[src/rtl/song_sequencer.sv]
`timescale 1ns/1ps
// ---------------------------------------------------------------------------
// song_sequencer
//
// Steps through a song table held in a synchronous ROM and drives the tone
// channel mux.  Each 8-bit ROM entry is {note[3:0], dur[3:0]}:
//    note 0, 9..14 : rest (silence for the entry's duration)
//    note 1..8     : tone on channel N0..N7 (note_sel = note)
//    note 15       : end marker
//    dur 1..15     : ticks, dur 0 means 16 ticks
// A tick is TICK_DIV clk cycles.  After every note or rest the sequencer
// stays silent for GAP_TICKS ticks, then spends three cycles (ADV, FETCH,
// LOAD) fetching the next entry.
//
// Parameters
//    AW        song ROM address width (2^AW entries)
//    TICK_DIV  clk cycles per duration tick, >= 2
//    GAP_TICKS silent ticks after each entry (0 = legato)
//    TW        prescaler width, must hold TICK_DIV-1
//
// Ports
//    clk       in   system clock
//    rstn      in   asynchronous active-low reset
//    start     in   1-cycle pulse, starts playback at address 0 (IDLE only)
//    stop      in   aborts playback; IDLE on the next cycle, no done pulse
//    loop      in   on the end of the song: 1 = replay from address 0
//    rom_addr  out  song ROM address
//    rom_data  in   ROM word, valid one cycle after rom_addr
//    note_sel  out  channel select, 1..8 = N0..N7, 0 = silence
//    note_en   out  tone gate, mux output forced 0 while low
//    busy      out  high in every state except IDLE
//    done      out  1-cycle pulse on the natural end of the song
//    dbg_state out  current FSM state, for observation only
//
// Handshake: start is a one-cycle request accepted only in IDLE and ignored
// otherwise; stop is a level or pulse that wins over everything else,
// including a start in the same cycle; done is a one-cycle pulse that
// coincides with busy falling.  All outputs are registered.
// ---------------------------------------------------------------------------
module song_sequencer #(
   parameter int AW        = 5,
   parameter int TICK_DIV  = 6000000,
   parameter int GAP_TICKS = 0,
   parameter int TW        = 23
) (
   input  logic          clk,
   input  logic          rstn,
   input  logic          start,
   input  logic          stop,
   input  logic          loop,
   output logic [AW-1:0] rom_addr,
   input  logic [7:0]    rom_data,
   output logic [3:0]    note_sel,
   output logic          note_en,
   output logic          busy,
   output logic          done,
   output logic [2:0]    dbg_state
);

   // FSM encoding
   localparam logic [2:0] S_IDLE  = 3'd0;
   localparam logic [2:0] S_FETCH = 3'd1;
   localparam logic [2:0] S_LOAD  = 3'd2;
   localparam logic [2:0] S_PLAY  = 3'd3;
   localparam logic [2:0] S_GAP   = 3'd4;
   localparam logic [2:0] S_ADV   = 3'd5;
   localparam logic [2:0] S_END   = 3'd6;

   // The tick counter holds either a note length (up to 16) or the gap
   // length, whichever needs more bits.
   localparam int CW = (GAP_TICKS > 16) ? $clog2(GAP_TICKS + 1) : 5;

   localparam logic [TW-1:0] PRE_LAST  = TW'(TICK_DIV - 1);
   localparam logic [AW-1:0] ADDR_LAST = {AW{1'b1}};
   localparam logic [CW-1:0] GAP_LOAD  = CW'(GAP_TICKS);
   localparam logic          HAS_GAP   = (GAP_TICKS > 0);

   // Registered state
   logic [2:0]    state_q,    state_d;
   logic [AW-1:0] rom_addr_q, rom_addr_d;
   logic [3:0]    note_sel_q, note_sel_d;
   logic          note_en_q,  note_en_d;
   logic          busy_q,     busy_d;
   logic          done_q,     done_d;
   logic [TW-1:0] pre_q,      pre_d;
   logic [CW-1:0] tick_q,     tick_d;

   // Entry decode, meaningful while in LOAD (rom_data then reflects the
   // address that was presented during FETCH).
   logic [3:0]    entry_note;
   logic [3:0]    entry_dur;
   logic          entry_is_end;
   logic          entry_is_tone;
   logic [CW-1:0] entry_ticks;

   // Prescaler / tick counter status, shared by PLAY and GAP
   logic          tick_wrap;
   logic          last_tick;

   always_comb begin
      entry_note    = rom_data[7:4];
      entry_dur     = rom_data[3:0];
      entry_is_end  = (entry_note == 4'd15);
      entry_is_tone = (entry_note != 4'd0) && (entry_note <= 4'd8);
      entry_ticks   = (entry_dur == 4'd0) ? CW'(16) : CW'(entry_dur);
   end

   always_comb begin
      tick_wrap = (pre_q == PRE_LAST);
      last_tick = tick_wrap && (tick_q == CW'(1));
   end

   always_comb begin
      state_d    = state_q;
      rom_addr_d = rom_addr_q;
      note_sel_d = note_sel_q;
      note_en_d  = note_en_q;
      done_d     = 1'b0;
      pre_d      = pre_q;
      tick_d     = tick_q;

      case (state_q)
         S_IDLE: begin
            if (start) begin
               state_d    = S_FETCH;
               rom_addr_d = '0;
            end
         end

         // rom_addr is stable for this cycle; the ROM answers in LOAD.
         S_FETCH: begin
            state_d = S_LOAD;
         end

         S_LOAD: begin
            if (entry_is_end) begin
               state_d = S_END;
            end else begin
               tick_d     = entry_ticks;
               pre_d      = '0;
               note_sel_d = entry_is_tone ? entry_note : 4'd0;
               note_en_d  = entry_is_tone;
               state_d    = S_PLAY;
            end
         end

         // The gate drops on the edge that ends the last tick, so note_en
         // is high for exactly ticks*TICK_DIV cycles.
         S_PLAY: begin
            if (tick_wrap) begin
               pre_d  = '0;
               tick_d = tick_q - CW'(1);
               if (last_tick) begin
                  note_en_d  = 1'b0;
                  note_sel_d = 4'd0;
                  if (HAS_GAP) begin
                     tick_d  = GAP_LOAD;
                     state_d = S_GAP;
                  end else begin
                     state_d = S_ADV;
                  end
               end
            end else begin
               pre_d = pre_q + TW'(1);
            end
         end

         S_GAP: begin
            if (tick_wrap) begin
               pre_d  = '0;
               tick_d = tick_q - CW'(1);
               if (last_tick) begin
                  state_d = S_ADV;
               end
            end else begin
               pre_d = pre_q + TW'(1);
            end
         end

         // Running off the top of the ROM is treated as an end marker.
         S_ADV: begin
            if (rom_addr_q == ADDR_LAST) begin
               rom_addr_d = '0;
               if (loop) begin
                  state_d = S_FETCH;
               end else begin
                  done_d  = 1'b1;
                  state_d = S_IDLE;
               end
            end else begin
               rom_addr_d = rom_addr_q + AW'(1);
               state_d    = S_FETCH;
            end
         end

         S_END: begin
            rom_addr_d = '0;
            if (loop) begin
               state_d = S_FETCH;
            end else begin
               done_d  = 1'b1;
               state_d = S_IDLE;
            end
         end

         default: begin
            state_d    = S_IDLE;
            rom_addr_d = '0;
            note_sel_d = 4'd0;
            note_en_d  = 1'b0;
         end
      endcase

      // stop overrides every transition above, including a same-cycle start
      // and the done pulse of a song that is ending anyway.
      if (stop) begin
         state_d    = S_IDLE;
         rom_addr_d = '0;
         note_sel_d = 4'd0;
         note_en_d  = 1'b0;
         done_d     = 1'b0;
      end

      // busy is registered from the next state so it tracks the FSM exactly.
      busy_d = (state_d != S_IDLE);
   end

   always_ff @(posedge clk or negedge rstn) begin
      if (!rstn) begin
         state_q    <= S_IDLE;
         rom_addr_q <= '0;
         note_sel_q <= 4'd0;
         note_en_q  <= 1'b0;
         busy_q     <= 1'b0;
         done_q     <= 1'b0;
         pre_q      <= '0;
         tick_q     <= '0;
      end else begin
         state_q    <= state_d;
         rom_addr_q <= rom_addr_d;
         note_sel_q <= note_sel_d;
         note_en_q  <= note_en_d;
         busy_q     <= busy_d;
         done_q     <= done_d;
         pre_q      <= pre_d;
         tick_q     <= tick_d;
      end
   end

   assign rom_addr  = rom_addr_q;
   assign note_sel  = note_sel_q;
   assign note_en   = note_en_q;
   assign busy      = busy_q;
   assign done      = done_q;
   assign dbg_state = state_q;

endmodule
[config.mk]
export PLATFORM = sky130hd
export DESIGN_NAME = song_sequencer
export DESIGN_NICKNAME = d
export VERILOG_FILES = /design/src/rtl/song_sequencer.sv
export SDC_FILE = /design/constraint.sdc
export NUM_CORES = 1
export LEC_CHECK = 0
export ABC_AREA = 1
export CORE_AREA = 2 2 57 99
export DETAILED_ROUTE_END_ITERATION = 10
export DIE_AREA = 0 0 59 101
export PLACE_DENSITY = 0.75
export SLEW_MARGIN = 15
export SYNTH_ARGS = -nofsm -noshare
export SYNTH_HDL_FRONTEND = slang
export SYNTH_SLANG_ARGS = --single-unit
[constraint.sdc]
create_clock -name clk -period 2.8 [get_ports clk]
set_clock_uncertainty 0.2 [all_clocks]
set_input_delay 0.84 -clock clk [delete_from_list [all_inputs] [get_ports clk]]
set_output_delay 0.84 -clock clk [all_outputs]
set_load 0.005 [all_outputs]
==> out/qor.yml, run 1 <==
logic_synthesis:
  yosysWarnings: 0
  synth-seq-cells: 43
  ys_seq_area_frac: 0.396
  synth.distinct_cells: 34
  synthTopCellsByArea: "dfrtp_1 40%, nand2_1 11%, nand3_1 7.0%"
  synth_area_per_cell_sq_um: 7.52
  synth_top_area_share: 0.396
  syn_nets: 379
  synthCells: 361
  synth_area_sq_mm: 0.00272
  yosysTopAreaCell: "dfrtp_1"
critical_path:
  crit-reg2reg-launch: "pre_q[0]"
  crit_arrival_ns: 1.48
  crit_type: "flop to output pin"
  r2r_setup_slack_ns: 0.76
  r2r_cells: 10
  r2r-end: "pre_q[22]"
  cp-end-kind: "output pin"
  cp.depth: 1
  cp_slowest_cell: "dfrtp_1"
  cp_cell_sequence: "clkdlybuf4s50_1"
  max_stage_delay_ns: 0.60
  start_kind: "flop"
  cp.required_ns: 1.76
  crit_family: "flip-flops"
  crit_path_max_fanout: 10
  cp.buffers_inverters: 1
floorplanning:
  rows: 35
  core_sq_mm: 0.00517
  chipHeight_microns: 101
  initial_utilization: 0.525
  fp.dieArea_sq_mm: 0.00596
  die_w_microns: 59
  ios: 28
final_layout:
  drive_above_1_share: 0.124
  synthToLayoutAreaGrowth_pct: 15.5
  antenna_cells: 0
  num-fill-cells: 480
  fin_cells: 450
  final_nets: 412
  fin_area_sq_mm: 0.00314
min_path:
  hold_path.class: "input pin to async pin"
sta:
  holdWs_ns: 0.295
  maxSlewHeadroom: 0.685
  slew_viol_final: 0
  fin_crit_ns: 2.52
  setup_viol: 0
  fmax_mhz: 397
  fin_crit_sh: 0.898
  hold_violations: 0
  rsz0062_at_grt: "false"
  tightest_slew_ns: 0.472
  finalSetupTns_ns: 0
placement:
  port-buffer-count: 27
  gp_congestion: 0.907
  dpl-instance-area_sq_mm: 0.00304
  dp.final_hpwl_microns: 4950
  place_inst: 442
outcome:
  outcome: "finished, final reports clean"
global_route:
  grt_pass1_wl_microns: 10900
  grt-ovfl-total: 0
  grt_max_degree: 22
  grtUsageTotal: 0.237
  grt_pass1_vias: 2575
  antenna_found_initial: 0
clocking:
  clock-root-buffer: "clkbuf_8"
  postCtsSetupBuffers: 0
  cts_buffer_depth: 2
  clk_latency_ns: 0.29
  cts_hold_buf: 0
  htree_num_levels: 2
  cts.sinks: 43
  cts-resized-gates: 0
  clkTransAtPathRegs_ns: 0.08
  cts_tree: "built"
  cts_inserted_buffers: 5
power:
  ir_drop_v: 0.000348
  p_leak_nw: 1.36
  power.density_mw_per_mm2: 463
detailed_routing:
  routedWlPerCell_microns: 14.2
  drcViolationCount: 0
  num_vias: 2514
  firstDrtPassIters: 4
  drtIter0Drc: 168
  ant_nets: 0
  avgViaCountPerCell: 5.59
  wirelength_microns: 6390
job:
  cap_viol_max_count: 0
-- state kept, by name, summed over array words and instances, names as in the netlist --
name	cells
done	1
pre_q	23
busy	1
rom_addr	5
note_sel	4
note_en	1
dbg_state	3
tick_q	5
-- logic make-up (layout without fill, tap and decap cells) --
kind of cell               Yosys count  in the layout  synth area share
and+or+nand+nor                    189            189             0.316
AOI/OAI and AO/OA                   59             59             0.154
buffers and inverters               59             93            0.0917
DFF                                 43             43             0.396
xor gates and xnor gates             6              6            0.0194
adders and majority gates            5              5            0.0230
-- power by group --
part | total (W) | internal [W] | switching, W | leakage [nW]
clock | 0.000432 | 0.000225 | 0.000206 | 0.0515
combinational | 0.000299 | 0.000113 | 0.000186 | 0.715
sequential | 0.000722 | 0.000671 | 0.0000514 | 0.589
-- Yosys cell counts --
library cell,count
o22ai_2,8
o211ai_2,1
nor3_2,2
nand3_1,38
inv_1,45
nor4_1,4
nand4_1,6
o21ai_0,10
a21oi_2,1
a22o_1,2
dfrtp_1,43
o21ai_1,14
nor3_1,6
clkinv_1,2
nand2_4,3
a2111oi_0,1
o31ai_1,2
xnor2_1,1
inv_2,6
ha_1,5
buf_2,2
nand2_1,76
nor2_2,2
a21oi_1,12
nand2_2,5
inv_4,1
nor2_1,45
nor2_4,2
o21ai_4,1
o21ai_2,5
a31oi_1,1
xor2_1,5
o32ai_1,1
buf_6,3
-- worst reg2reg max path: stages (launching register included) --
cell and delay, ns:
dfrtp_1 0.39, ha_1 0.22, nand2_2 0.10, nor2_4 0.16, nand3_1 0.18, nor2_2 0.20
inv_1 0.06, nor2_1 0.16, nand3_1 0.10, nand3_1 0.09, o21ai_1 0.07
-- worst max-delay path by stage --
stage                     slack (ns)      endpoint    startpoint
after CTS                       0.27  dbg_state[2]  dbg_state[2]
after global placement          0.32     tick_q[3]   rom_data[7]
after detailed placement        0.28     tick_q[3]   rom_data[7]
after floorplan                 0.97      pre_q[3]   rom_data[7]
after global routing            0.22  dbg_state[2]  dbg_state[2]
final                           0.28  dbg_state[2]  dbg_state[2]
-- per-stage QoR --
step                      power, W  worst slack (ns)  utilization
after floorplan           0.000926             0.968            -
after global placement     0.00102             0.318        0.587
after detailed placement   0.00103             0.276        0.587
after CTS                  0.00146             0.267        0.607
after global routing       0.00154             0.220        0.607
final                      0.00145             0.284        0.607
-- cells in the final DEF, fill, tap and decap left out, types with 7 or more instances in the layout --
cell              n
a21oi_1          12
o22ai_2           8
nor2_1           45
nand3_1          38
inv_1            45
clkbuf_8          7
clkdlybuf4s50_1  26
o21ai_1          14
nand2_1          76
dfrtp_1          43
o21ai_0          10
-- final cells by class --
type	count	area, sq um	area share
Multi-Input combinational cell	259	1390	0.443
Sequential cell	43	1080	0.343
Timing Repair Buffer	31	295	0.0942
Inverter	54	205	0.0654
Clock buffer	8	100	0.0319
Tap cell	55	68.8	0.0219
-- metal layers --
layer	global-route usage	part of all wire	vias to the layer above
met4	0.131	0.026	0
li1	-	-	1251
met1	0.250	0.37	1174
met3	0.0308	0.042	16
met2	0.434	0.56	73
met5	0	0	-
No activity file was read; power rests on OpenSTA's default activity.
==> run 2: changes to the inputs <==
--- a/config.mk
+++ b/config.mk
@@ -7,6 +7,7 @@
 export LEC_CHECK = 0
 export ABC_AREA = 1
 export CORE_AREA = 2 2 57 99
+export CTS_CLUSTER_DIAMETER = 200
 export DETAILED_ROUTE_END_ITERATION = 10
 export DIE_AREA = 0 0 59 101
 export PLACE_DENSITY = 0.75
==> results of run 2 <==
Same layout as run 1: the final DEF is identical, and so are final timing and power.
